[src/rtl/mips_trace_buffer.sv]
// Trace capture FIFO behind the single-cycle MIPS core: one {pc, ula, mem} record per
// clock in, serialized as three 32-bit valid/ready words out. Records that hit a full FIFO are dropped and counted.
module mips_trace_buffer #(
    parameter int DEPTH  = 16,
    parameter int ADDR_W = 4
) (
    input  logic              clock,
    input  logic              reset,
    input  logic              cap_en,
    input  logic [31:0]       pc_in,
    input  logic [31:0]       ula_in,
    input  logic [31:0]       mem_in,
    input  logic              out_ready,
    output logic              out_valid,
    output logic [31:0]       out_data,
    output logic [ADDR_W:0]   count,
    output logic              full,
    output logic              overflow,
    output logic [15:0]       drop_cnt
);

    typedef enum logic [1:0] {IDLE, W0, W1, W2} state_t;

    localparam logic [ADDR_W:0]   CNT_ONE   = 1;
    localparam logic [ADDR_W:0]   CNT_DEPTH = DEPTH;
    localparam logic [ADDR_W-1:0] PTR_ONE   = 1;

    state_t              r_state, w_state_nxt;
    logic [95:0]         r_mem [DEPTH];
    logic [95:0]         r_out_rec;
    logic [ADDR_W-1:0]   r_wr_ptr, r_rd_ptr;
    logic [ADDR_W:0]     r_count;
    logic                r_overflow;
    logic [15:0]         r_drop_cnt;
    logic                w_full, w_nonempty, w_push, w_drop, w_pop;

    // Full/empty come from the occupancy count; pointers are free-running mod DEPTH.
    assign w_full     = (r_count == CNT_DEPTH);
    assign w_nonempty = (r_count != '0);
    assign w_push     = cap_en & ~w_full;
    assign w_drop     = cap_en & w_full;

    assign count    = r_count;
    assign full     = w_full;
    assign overflow = r_overflow;
    assign drop_cnt = r_drop_cnt;

    always_ff @(posedge clock) begin
        if (!reset) r_state <= IDLE;
        else        r_state <= w_state_nxt;
    end

    always_comb begin
        w_state_nxt = r_state;
        w_pop       = 1'b0;
        out_valid   = 1'b0;
        out_data    = '0;
        case (r_state)
            IDLE: begin
                if (w_nonempty) begin
                    w_pop       = 1'b1;
                    w_state_nxt = W0;
                end
            end
            W0: begin
                out_valid = 1'b1;
                out_data  = r_out_rec[95:64];
                if (out_ready) w_state_nxt = W1;
            end
            W1: begin
                out_valid = 1'b1;
                out_data  = r_out_rec[63:32];
                if (out_ready) w_state_nxt = W2;
            end
            W2: begin
                out_valid = 1'b1;
                out_data  = r_out_rec[31:0];
                // Reload straight into W0 so back-to-back entries have no idle bubble.
                if (out_ready) begin
                    if (w_nonempty) begin
                        w_pop       = 1'b1;
                        w_state_nxt = W0;
                    end else begin
                        w_state_nxt = IDLE;
                    end
                end
            end
            default: w_state_nxt = IDLE;
        endcase
    end

    always_ff @(posedge clock) begin
        if (reset && w_push) r_mem[r_wr_ptr] <= {pc_in, ula_in, mem_in};
    end

    always_ff @(posedge clock) begin
        if (!reset) begin
            r_wr_ptr   <= '0;
            r_rd_ptr   <= '0;
            r_count    <= '0;
            r_out_rec  <= '0;
            r_overflow <= 1'b0;
            r_drop_cnt <= '0;
        end else begin
            if (w_push) r_wr_ptr <= r_wr_ptr + PTR_ONE;
            if (w_pop) begin
                r_out_rec <= r_mem[r_rd_ptr];
                r_rd_ptr  <= r_rd_ptr + PTR_ONE;
            end
            if (w_push && !w_pop)      r_count <= r_count + CNT_ONE;
            else if (w_pop && !w_push) r_count <= r_count - CNT_ONE;
            if (w_drop) begin
                r_overflow <= 1'b1;
                if (r_drop_cnt != 16'hFFFF) r_drop_cnt <= r_drop_cnt + 16'd1;
            end
        end
    end

endmodule

[config.mk]
export PLATFORM = sky130hd
export DESIGN_NAME = mips_trace_buffer
export DESIGN_NICKNAME = d
export VERILOG_FILES = /design/src/rtl/mips_trace_buffer.sv
export SDC_FILE = /design/constraint.sdc
export NUM_CORES = 2
export LEC_CHECK = 0
export CAP_MARGIN = 20
export CORE_ASPECT_RATIO = 0.75
export CORE_UTILIZATION = 61
export DETAILED_ROUTE_END_ITERATION = 12
export PLACE_DENSITY = 0.79
export SLEW_MARGIN = 20
export SYNTH_ARGS = -nofsm -noshare
export SYNTH_HDL_FRONTEND = slang
export SYNTH_SLANG_ARGS = --single-unit
export TNS_END_PERCENT = 100
[constraint.sdc]
create_clock -name clock -period 11.4 [get_ports clock]
set_clock_uncertainty 0.15 [all_clocks]
set_input_delay 2.28 -clock clock [delete_from_list [all_inputs] [get_ports clock]]
set_output_delay 2.28 -clock clock [all_outputs]
set_load 0.05 [all_outputs]
==> metrics <==
Std-Cell Rows around 100; setup ws final about 5 ns; CP Capture Type output port; synth cell count leaders edfxtp_1 (1536), mux2i_1 (393), mux4_2 (192), o22ai_1 (192), clkbuf_1 (137); TritonCTS Buffers around 150; die height roughly 280 µm; Comb power frac 18.4%; final design utilization about 69%; part of the cycle the worst path needs between 50% and 60%; Routed WL 155 mm; worst skew pair latency about 0.76 ns; sequential cell area fraction in the yosys report between 70% and 80%; Synth Warn # 0; Setup Buffers After CTS 0; Final #Nets between 3k and 4k; area of the multi-input gates ~13000 µm²; routed len/inst ~31 µm; post-DP HPWL 82.8 mm; CP Data Arrival Time ~4 ns; starting density of the core between 60% and 70%; CTS Sinks around 1.7k; share of cells above drive strength 1 between 10 and 15%; Post-synth EDFFs 1536; Detailed Routing Iterations Pass 1 10; tightest hold margin between 0.3 and 0.4 ns; Min-Delay Path Class register to register; Tmin final approximately 6.4 ns; Root Driver clkbuf_16; asr flop ratio synth 0%; normalized max-slew margin 20.5%; Fmax 0.156 GHz; CTS clk-pin slew, worst paths 0.06 ns; Core ar. around 100000 µm²; Internal Dissipation 10.8 mW; post-CTS sizing 0; Startpoint Class register; sequential cell area roughly 49000 µm²; Buffers on Ports about 160; vias in the first global route approximately 34k; post-route ant nets 0; Worst Tran Pin Value between 1 and 1.5 ns; Ports between 150 and 200; Pwr Density ~210 nW/µm²; initial antenna violation count 24; Yosys cell types 52; switching share of power about 28%; Layout area overhead 12.3%; Synth Area per Inst around 19 µm²; GRT overflow 0; FF+latch count, synth around 1.7k; RSZ-0062 raised after global routing false; final setup fails 0; Final Hold Viols 0; top-count cell post-synth edfxtp_1; die area ~100000 µm²; setup TNS 0 ns; Post-Syn Instances approximately 3.3k; Starting DRT DRC Count 5135; max_cap viols 0; crit path max fanout 33; TritonCTS clock tree built; area leader, netlist edfxtp_1; Sw Pwr ~4.2 mW; cts hold-fix bufs 0; deepest clock path buffer count 3; post-synth top area share 73.4%; Synth Flop Type edfxtp_1; CP Data Required Time approximately 9.0 ns; sequential share of power roughly 49%; die width 373 µm; fill count ~6k; Via density slightly below 7; first-pass GRT wire length approximately 220 mm; Max VDD drop ~0.24 mV; routability congestion estimate 0.869; clock power share around 33%; Place WS about 4.8 ns; synthesized area roughly 63000 µm²; largest cells by area after synthesis edfxtp_1 (73%), mux4_2 (6.9%), mux2i_1 (6.3%); H-tree depth 4; Vias around 34k; post-layout total power between 10 and 15 mW; Leakage approximately 21 nW; status completed; Synthesized Nets roughly 3.4k; DRC Markers 0; Global Route Usage Sum between 20% and 30%; largest net degree at the start of global routing between 100 and 150; kind of critical path register to output port; Slew Limit Fails 0
-- flip-flops by register name, summed over array words and instances (netlist names) --
name,cells
r_rd_ptr,4
r_mem,1536
drop_cnt,16
overflow,1
count,5
r_out_rec,96
r_state,2
r_wr_ptr,4
-- worst max-delay path: stages, from the launching register on --
cell and delay [ns]:
dfxtp_1 0.35, inv_1 0.16, ha_2 0.89, a222oi_1 0.31, nor2_1 0.57, clkdlybuf4s50_1 0.93
-- power by group through the flow --
stage | registers, mW | logic (mW) | clock network [mW]
after CTS | 7.32 | 2.73 | 4.91
after global placement | 7.44 | 2.60 | 0
after detailed placement | 7.45 | 2.69 | 0
after floorplan | 7.19 | 1.93 | 0
final | 7.35 | 2.76 | 4.88
after global routing | 7.35 | 2.91 | 5.14
-- kinds of logic after synthesis --
family | share of synthesized area [%]
flip-flops | 77.5
buffers and inverters | 1.44
adder cells (fa/ha/maj) | 0.331
AND/OR/NAND/NOR | 1.86
multiplexers | 13.1
AO/OA/AOI/OAI | 5.63
XOR/XNOR | 0.0976
-- stage by stage --
stage	std cells	instance area (µm²)
final	4910	70500
after global routing	4904	70500
after CTS	4896	70500
after detailed placement	4628	65800
after global placement	4628	65800
after floorplan	3286	62800
-- cell type report --
class	instances	area share, %
sequential	1664	69.0
multi-input combinational	1402	19.0
clock buffer	204	5.83
timing repair buffer	212	2.86
tap	1339	2.38
clock inverter	64	0.820
inverter	12	0.0674
antenna	13	0.0461
-- layer usage --
metal | up-vias | GRT usage (%) | share of wire [%]
met5 | - | 0 | 0.10
met4 | 12 | 10.2 | 2.7
met3 | 294 | 8.22 | 13
met2 | 2368 | 45.5 | 47
met1 | 17300 | 42.3 | 38
li1 | 13900 | - | -
-- layout by cell type (no fill, tap or decap), types with 17 or more instances in the layout --
master / synthesis / final
mux4_2: 192 / 192
a21oi_1: 116 / 116
mux2i_1: 393 / 393
clkinv_2: 0 / 17
o21ai_0: 102 / 102
nor2_1: 59 / 47
a22oi_1: 96 / 96
buf_4: 3 / 55
nand2_1: 18 / 18
edfxtp_1: 1536 / 1536
a222oi_1: 32 / 32
clkbuf_16: 0 / 153
clkbuf_1: 137 / 42
clkinv_1: 1 / 26
nor3_1: 103 / 99
clkdlybuf4s50_1: 0 / 154
o22ai_1: 192 / 192
dfxtp_1: 128 / 126
-- final timing paths --
| check | start | end | slack (ns) | cells past startpoint |
|---|---|---|---|---|
| max | r_state[0] | out_data[13] | 4.97 | 5 |
| min | overflow | overflow | 0.32 | 2 |
| max reg2reg | r_rd_ptr[0] | r_out_rec[12] | 6.51 | 6 |
| min reg2reg | overflow | overflow | 0.32 | 2 |
Power figures use the tool's default switching activity.
